$ cat config.mk
export PLATFORM = sky130hd
export DESIGN_NAME = difficulty_sequencer
export DESIGN_NICKNAME = d
export VERILOG_FILES = /design/src/rtl/difficulty_sequencer.sv
export SDC_FILE = /design/constraint.sdc
export NUM_CORES = 1
export LEC_CHECK = 0
export CAP_MARGIN = 20
export CORE_MARGIN = 2
export CORE_UTILIZATION = 55
export DETAILED_ROUTE_END_ITERATION = 7
export MAX_ROUTING_LAYER = met4
export PLACE_DENSITY = 0.78
export SKIP_LAST_GASP = 1
export SYNTH_ARGS = -nofsm -noshare
export SYNTH_HDL_FRONTEND = slang
export SYNTH_SLANG_ARGS = --single-unit
$ cat constraint.sdc
create_clock -name i_clk -period 3 [get_ports i_clk]
set_input_delay 0.6 -clock i_clk [delete_from_list [all_inputs] [get_ports i_clk]]
set_output_delay 0.6 -clock i_clk [all_outputs]
set_load 0.005 [all_outputs]
$ cat src/rtl/difficulty_sequencer.sv
// Round pacing for the playfield: counts survived frames, raises the level on a fixed
// schedule, drives wall/rotation speeds, reverses spin pseudo-randomly and tracks the best time.
module difficulty_sequencer #(
    parameter int LEVEL_FRAMES    = 600,
    parameter int MAX_LEVEL       = 5,
    parameter int SPEED_W         = 8,
    parameter int BASE_WALL_SPEED = 2,
    parameter int WALL_STEP       = 1,
    parameter int BASE_ROT_SPEED  = 1,
    parameter int ROT_STEP        = 1,
    parameter int FLIP_MIN        = 60
) (
    input  logic               i_clk,
    input  logic               i_rst_n,
    input  logic               i_update,
    input  logic               i_reset_game,
    input  logic               i_game_over,
    output logic [SPEED_W-1:0] o_wall_speed,
    output logic [SPEED_W-1:0] o_rot_speed,
    output logic               o_rot_dir,
    output logic               o_spin_flip,
    output logic [2:0]         o_level,
    output logic               o_level_up,
    output logic [15:0]        o_frames,
    output logic [15:0]        o_best_frames
);

    typedef enum logic [1:0] {
        ST_IDLE   = 2'd0,
        ST_RUN    = 2'd1,
        ST_FROZEN = 2'd2
    } state_t;

    localparam logic [SPEED_W-1:0] SPEED_MAX = '1;
    localparam logic [SPEED_W-1:0] WALL_BASE = SPEED_W'(BASE_WALL_SPEED);
    localparam logic [SPEED_W-1:0] ROT_BASE  = SPEED_W'(BASE_ROT_SPEED);
    localparam logic [SPEED_W-1:0] WALL_INC  = SPEED_W'(WALL_STEP);
    localparam logic [SPEED_W-1:0] ROT_INC   = SPEED_W'(ROT_STEP);
    localparam logic [15:0]        LVL_LAST  = 16'(LEVEL_FRAMES - 1);
    localparam logic [2:0]         LVL_MAX   = 3'(MAX_LEVEL);
    localparam logic [15:0]        LFSR_SEED = 16'hACE1;
    localparam logic [15:0]        LFSR_MASK = 16'hB400;

    function automatic logic [SPEED_W-1:0] sat_add(input logic [SPEED_W-1:0] a,
                                                   input logic [SPEED_W-1:0] b);
        logic [SPEED_W:0] sum;
        sum = {1'b0, a} + {1'b0, b};
        return sum[SPEED_W] ? SPEED_MAX : sum[SPEED_W-1:0];
    endfunction

    state_t             r_state, w_state_next;
    logic [15:0]        r_lfsr, w_lfsr_next;
    logic [15:0]        r_frames, w_frames_next;
    logic [15:0]        r_best, w_best_next;
    logic [15:0]        r_lvl_cnt, w_lvl_cnt_next;
    logic [15:0]        r_flip_cnt, w_flip_cnt_next;
    logic [15:0]        w_flip_reload;
    logic [2:0]         r_level, w_level_next;
    logic [SPEED_W-1:0] r_wall, w_wall_next;
    logic [SPEED_W-1:0] r_rot, w_rot_next;
    logic               r_rot_dir, w_rot_dir_next;
    logic               r_spin_flip, w_spin_flip_next;
    logic               r_level_up, w_level_up_next;

    always_ff @(posedge i_clk or negedge i_rst_n) begin
        if (!i_rst_n) begin
            r_state     <= ST_IDLE;
            r_lfsr      <= LFSR_SEED;
            r_frames    <= '0;
            r_best      <= '0;
            r_lvl_cnt   <= '0;
            r_flip_cnt  <= '0;
            r_level     <= '0;
            r_wall      <= WALL_BASE;
            r_rot       <= ROT_BASE;
            r_rot_dir   <= 1'b0;
            r_spin_flip <= 1'b0;
            r_level_up  <= 1'b0;
        end else begin
            r_state     <= w_state_next;
            r_lfsr      <= w_lfsr_next;
            r_frames    <= w_frames_next;
            r_best      <= w_best_next;
            r_lvl_cnt   <= w_lvl_cnt_next;
            r_flip_cnt  <= w_flip_cnt_next;
            r_level     <= w_level_next;
            r_wall      <= w_wall_next;
            r_rot       <= w_rot_next;
            r_rot_dir   <= w_rot_dir_next;
            r_spin_flip <= w_spin_flip_next;
            r_level_up  <= w_level_up_next;
        end
    end

    always_comb begin
        w_state_next     = r_state;
        w_frames_next    = r_frames;
        w_best_next      = r_best;
        w_lvl_cnt_next   = r_lvl_cnt;
        w_flip_cnt_next  = r_flip_cnt;
        w_level_next     = r_level;
        w_wall_next      = r_wall;
        w_rot_next       = r_rot;
        w_rot_dir_next   = r_rot_dir;
        w_spin_flip_next = 1'b0;
        w_level_up_next  = 1'b0;
        // The LFSR free-runs in every state so the player's timing seeds the spin schedule.
        w_lfsr_next      = {1'b0, r_lfsr[15:1]} ^ (r_lfsr[0] ? LFSR_MASK : 16'h0000);
        w_flip_reload    = 16'(FLIP_MIN) + {10'd0, r_lfsr[5:0]};

        if (i_reset_game) begin
            w_state_next    = ST_RUN;
            w_frames_next   = '0;
            w_level_next    = '0;
            w_lvl_cnt_next  = '0;
            w_wall_next     = WALL_BASE;
            w_rot_next      = ROT_BASE;
            w_rot_dir_next  = 1'b0;
            w_flip_cnt_next = w_flip_reload;
        end else begin
            case (r_state)
                ST_RUN: begin
                    if (i_game_over) begin
                        w_state_next = ST_FROZEN;
                        w_best_next  = (r_frames > r_best) ? r_frames : r_best;
                    end else if (i_update) begin
                        if (r_frames != 16'hFFFF) w_frames_next = r_frames + 16'd1;
                        // Once the top level is reached the level counter parks.
                        if (r_level < LVL_MAX) begin
                            if (r_lvl_cnt == LVL_LAST) begin
                                w_lvl_cnt_next  = '0;
                                w_level_next    = r_level + 3'd1;
                                w_level_up_next = 1'b1;
                                w_wall_next     = sat_add(r_wall, WALL_INC);
                                w_rot_next      = sat_add(r_rot, ROT_INC);
                            end else begin
                                w_lvl_cnt_next = r_lvl_cnt + 16'd1;
                            end
                        end
                        if (r_flip_cnt == 16'd0) begin
                            w_rot_dir_next   = ~r_rot_dir;
                            w_spin_flip_next = 1'b1;
                            w_flip_cnt_next  = w_flip_reload;
                        end else begin
                            w_flip_cnt_next = r_flip_cnt - 16'd1;
                        end
                    end
                end
                default: ;
            endcase
        end
    end

    assign o_wall_speed  = r_wall;
    assign o_rot_speed   = r_rot;
    assign o_rot_dir     = r_rot_dir;
    assign o_spin_flip   = r_spin_flip;
    assign o_level       = r_level;
    assign o_level_up    = r_level_up;
    assign o_frames      = r_frames;
    assign o_best_frames = r_best;

endmodule

==> results_dict.tcl <==
set metrics [dict create \
    top_usage_layer "met2" \
    worstPathMaxFanout 15 \
    crit_path_max_incr_delay_ns 0.49 \
    postCtsSetupBuffers 0 \
    synth.yosys.seq_area_share_pct 49.0 \
    grt.met2_usage_pct 39.0 \
    rows 35 \
    crit_slowest_cell "sky130_fd_sc_hd__nor4_1" \
    timing.critical_path.from_type "flip-flop" \
    gp_routability_congestion 0.951 \
    total_power_mw 2.55 \
    finalCoreUtilization_pct 68.2 \
    timing.critical_path.depth 7 \
    max-slew-margin-rel_pct 23.9 \
    io_pins 59 \
    setup_viol 0 \
    combinational_family_with_the_most_area_after_synthesis "simple AND/OR/NAND/NOR gates" \
    cts.path.max_buffers 2 \
    synthesis.area_per_instance_um2 9.99 \
    hpwlAfterDp_mm 8.14 \
    critical_path.cell_chain "ha_1 > nand4_1 > nor4_1 > o21ai_0 > a31oi_2 > buf_12 > mux2_2" \
    use_met1_pct 31.4 \
    grt_setup_unrepaired "false" \
    synth_simple_gate_area_share_pct 19.3 \
    floorplan.die_area_mm2 0.0105 \
    dieHeight_um 102 \
    layout-area-overhead-vs-synth_pct 19.2 \
    worst_ep_arrival_time_ns 2.91 \
    via_count_of_the_first_global_routing_pass 4178 \
    global_route.overflow_total 0 \
    outcome "finished clean" \
    setup_tns_ns 0 \
    fin_crit_sh_pct 88.1 \
    clk_transition_reported_paths_ns 0.11 \
    route.final.wire_length_mm 11.5 \
    drt_iter0_markers 234 \
    yosys_register_bits 104 \
    cp.buffers_inverters 1 \
    finalMaxSlewViolations 0 \
    final_hold_viol_count 0 \
    global_route.usage.total_pct 24.0 \
    finish.net_count 631 \
    rr_endpoint "o_best_frames[15]$_DFFE_PN0P_" \
    synthesis.yosys.warnings 0 \
    cts.htree.levels 3 \
    cts_hold_buffers 0 \
    max_clock_freq_ghz 0.378 \
    synth-main-ff-cell "sky130_fd_sc_hd__dfrtp_1" \
    fin_worst_skew_ns 0.0113 \
    post_synth_inst_count 534 \
    die-width_um 102 \
    clock-root-buffer "sky130_fd_sc_hd__clkbuf_8" \
    first_pass_grt_wire_length_mm 19.5 \
    ir_worst_vdd_uv 230 \
    portBuffers 58 \
    setup.worst_path.class "flip-flop to flip-flop" \
    power_per_cell_area_mw_per_mm2 400 \
    max_cap_viol_count 0 \
    drt_pass1_iterations 5 \
    remaining_drc_errors 0 \
    viasPerCell 5.87 \
    worstSkewPairLatency_ns 0.37 \
    worstSetupStartpoint "o_frames[14]$_DFFE_PN0P_" \
    synth_enable_flop_cells 0 \
    drt-wirelength-per-cell_um 15.6 \
    synthAdderAreaFrac_pct 5.63 \
    number_of_antenna_violations_at_the_first_check_in_global_routing 0 \
    timing.final.crit_period_ns 2.64 \
    grt_start_max_net_pins 52 \
    vias 4319 \
    cts_inserted_buffers 9 \
    synth_xor_area_share_pct 5.09 \
    post_cts.resized_instances 0 \
    crit_end "o_best_frames[15]$_DFFE_PN0P_" \
    post_synth_instance_area_mm2 0.00534 \
    cts_tree "yes" \
    worst_slew_pin_slew_ns 1.14 \
    grt_use_met3_pct 4.00 \
    cellLeakagePower_nw 2.69 \
    synthMuxAreaShare_pct 3.89 \
    clock_sink_count 104 \
    r2r_start "o_frames[14]$_DFFE_PN0P_" \
    final_layout_size_suffix_gt1_share_pct 11.2 \
    synth-async-reset-ratio_pct 100 \
    hold_path.class "primary input to asynchronous set/reset pin" \
    synth-compound-area-share_pct 13.4 \
    initial_utilization_pct 57.2 \
    route.antenna.remaining_nets 0 \
    critPathRequiredTime_ns 3.26 \
    timing.critical_path.max_delay_family "simple AND/OR/NAND/NOR gates" \
    core_mm2 0.00933 \
    setup.worst_path.end_class "flip-flop" \
    post_dp_cell_area_mm2 0.00616 \
    timing.hold.ws_ns 0.238 \
    stdcell_area_mm2 0.00636 \
    reg2regPathDepth 7 \
    regToRegSetupSlack_ns 0.36 \
    insertedDiodeCount 0 \
    post_synth_num_cell_types 60 \
    syn_nets 563 \
]
## routing by layer
metal	part of all wire (%)	vias up
met3	4.8	13
met5	0	-
met2	49	118
met4	1.1	0
met1	45	2119
li1	-	2069
## sequential cells by signal (all words and copies together), names as in the netlist
name,flops
r_lfsr,16
o_rot_speed,8
o_frames,16
o_best_frames,16
o_spin_flip,1
r_lvl_cnt,16
o_wall_speed,8
r_state,2
o_rot_dir,1
o_level_up,1
r_flip_cnt,16
o_level,3
## per-stage QoR
| stage | setup WS, ns | std cells |
|---|---|---|
| after floorplan | 0.422 | 534 |
| after global placement | 0.147 | 719 |
| after detailed placement | 0.0860 | 719 |
| after CTS | 0.351 | 735 |
| after global routing | 0.192 | 736 |
| final | 0.356 | 736 |
## cell usage after synthesis, types with 5 or more instances
cell type / number / area share, %
sky130_fd_sc_hd__inv_1: 30 / 2.1
sky130_fd_sc_hd__and3_1: 7 / 0.82
sky130_fd_sc_hd__a22o_1: 7 / 1.1
sky130_fd_sc_hd__buf_1: 5 / 0.35
sky130_fd_sc_hd__nand3_1: 24 / 2.3
sky130_fd_sc_hd__a21o_1: 7 / 0.98
sky130_fd_sc_hd__nand2b_1: 5 / 0.59
sky130_fd_sc_hd__xnor2_1: 24 / 3.9
sky130_fd_sc_hd__nand4_1: 10 / 1.2
sky130_fd_sc_hd__ha_1: 24 / 5.6
sky130_fd_sc_hd__mux2_2: 12 / 2.5
sky130_fd_sc_hd__dfrtp_1: 94 / 44
sky130_fd_sc_hd__o21ai_0: 27 / 2.5
sky130_fd_sc_hd__dfstp_2: 10 / 4.9
sky130_fd_sc_hd__nor3_1: 15 / 1.4
sky130_fd_sc_hd__nor4_1: 9 / 1.1
sky130_fd_sc_hd__mux2i_1: 5 / 0.94
sky130_fd_sc_hd__or4_1: 5 / 0.70
sky130_fd_sc_hd__nand2_1: 36 / 2.5
sky130_fd_sc_hd__a31oi_1: 7 / 0.82
sky130_fd_sc_hd__or3_1: 12 / 1.4
sky130_fd_sc_hd__o31ai_1: 7 / 0.98
sky130_fd_sc_hd__clkbuf_1: 10 / 0.70
sky130_fd_sc_hd__nor2_1: 44 / 3.1
sky130_fd_sc_hd__and2_1: 5 / 0.59
sky130_fd_sc_hd__xor2_1: 7 / 1.1
sky130_fd_sc_hd__and4_1: 5 / 0.82
sky130_fd_sc_hd__a21oi_1: 27 / 2.5
## cells in the final DEF, fill, tap and decap left out, types with 10 or more instances in the layout
master                            count
sky130_fd_sc_hd__nand4_1             10
sky130_fd_sc_hd__a21oi_1             27
sky130_fd_sc_hd__xnor2_1             24
sky130_fd_sc_hd__nand2_1             36
sky130_fd_sc_hd__inv_1               30
sky130_fd_sc_hd__buf_4               17
sky130_fd_sc_hd__ha_1                24
sky130_fd_sc_hd__dfstp_2             10
sky130_fd_sc_hd__mux2_2              12
sky130_fd_sc_hd__dfrtp_1             94
sky130_fd_sc_hd__nand3_1             24
sky130_fd_sc_hd__nor3_1              15
sky130_fd_sc_hd__clkdlybuf4s50_1     57
sky130_fd_sc_hd__or3_1               12
sky130_fd_sc_hd__nor2_1              44
sky130_fd_sc_hd__o21ai_0             27
## logic make-up (layout without fill, tap and decap cells)
| group | after synthesis | count (layout) |
|---|---|---|
| XOR/XNOR | 31 | 31 |
| multiplexers | 19 | 19 |
| AND/OR/NAND/NOR | 195 | 195 |
| buffers and inverters | 50 | 123 |
| AO/OA/AOI/OAI | 111 | 111 |
| flip-flops | 104 | 104 |
| adder cells (fa/ha/maj) | 24 | 24 |
## worst register-to-register path, stage by stage, from the launching register on
cell,delay (ns)
sky130_fd_sc_hd__dfrtp_1,0.48
sky130_fd_sc_hd__ha_1,0.34
sky130_fd_sc_hd__nand4_1,0.21
sky130_fd_sc_hd__nor4_1,0.49
sky130_fd_sc_hd__o21ai_0,0.20
sky130_fd_sc_hd__a31oi_2,0.27
sky130_fd_sc_hd__buf_12,0.20
sky130_fd_sc_hd__mux2_2,0.35
## report_power, final
| group | internal, mW | switching, mW |
|---|---|---|
| Combinational | 0.0906 | 0.140 |
| Clock | 0.321 | 0.522 |
| Sequential | 1.43 | 0.0416 |
| Total | 1.84 | 0.703 |
## layout make-up
class	instances	area [um2]
Fill cell	729	2970
Sequential cell	104	2620
Multi-Input combinational cell	380	2540
Timing Repair Buffer	76	738
Tap cell	129	161
Clock buffer	9	124
Inverter	31	116
Clock inverter	7	65.1
## how the worst min path moves through the flow
stage          slack (ns)                start                             to
6_report             0.24              i_rst_n  o_best_frames[14]$_DFFE_PN0P_
5_1_grt              0.29              i_rst_n  o_best_frames[11]$_DFFE_PN0P_
4_1_cts              0.26              i_rst_n       o_frames[14]$_DFFE_PN0P_
3_5_place_dp         0.34  r_lfsr[8]$_DFF_PN0_            r_lfsr[7]$_DFF_PN1_
3_3_place_gp         0.34  r_lfsr[8]$_DFF_PN0_            r_lfsr[7]$_DFF_PN1_
2_1_floorplan        0.30              i_rst_n   o_best_frames[0]$_DFFE_PN0P_
(Power assumes the default switching activity.)
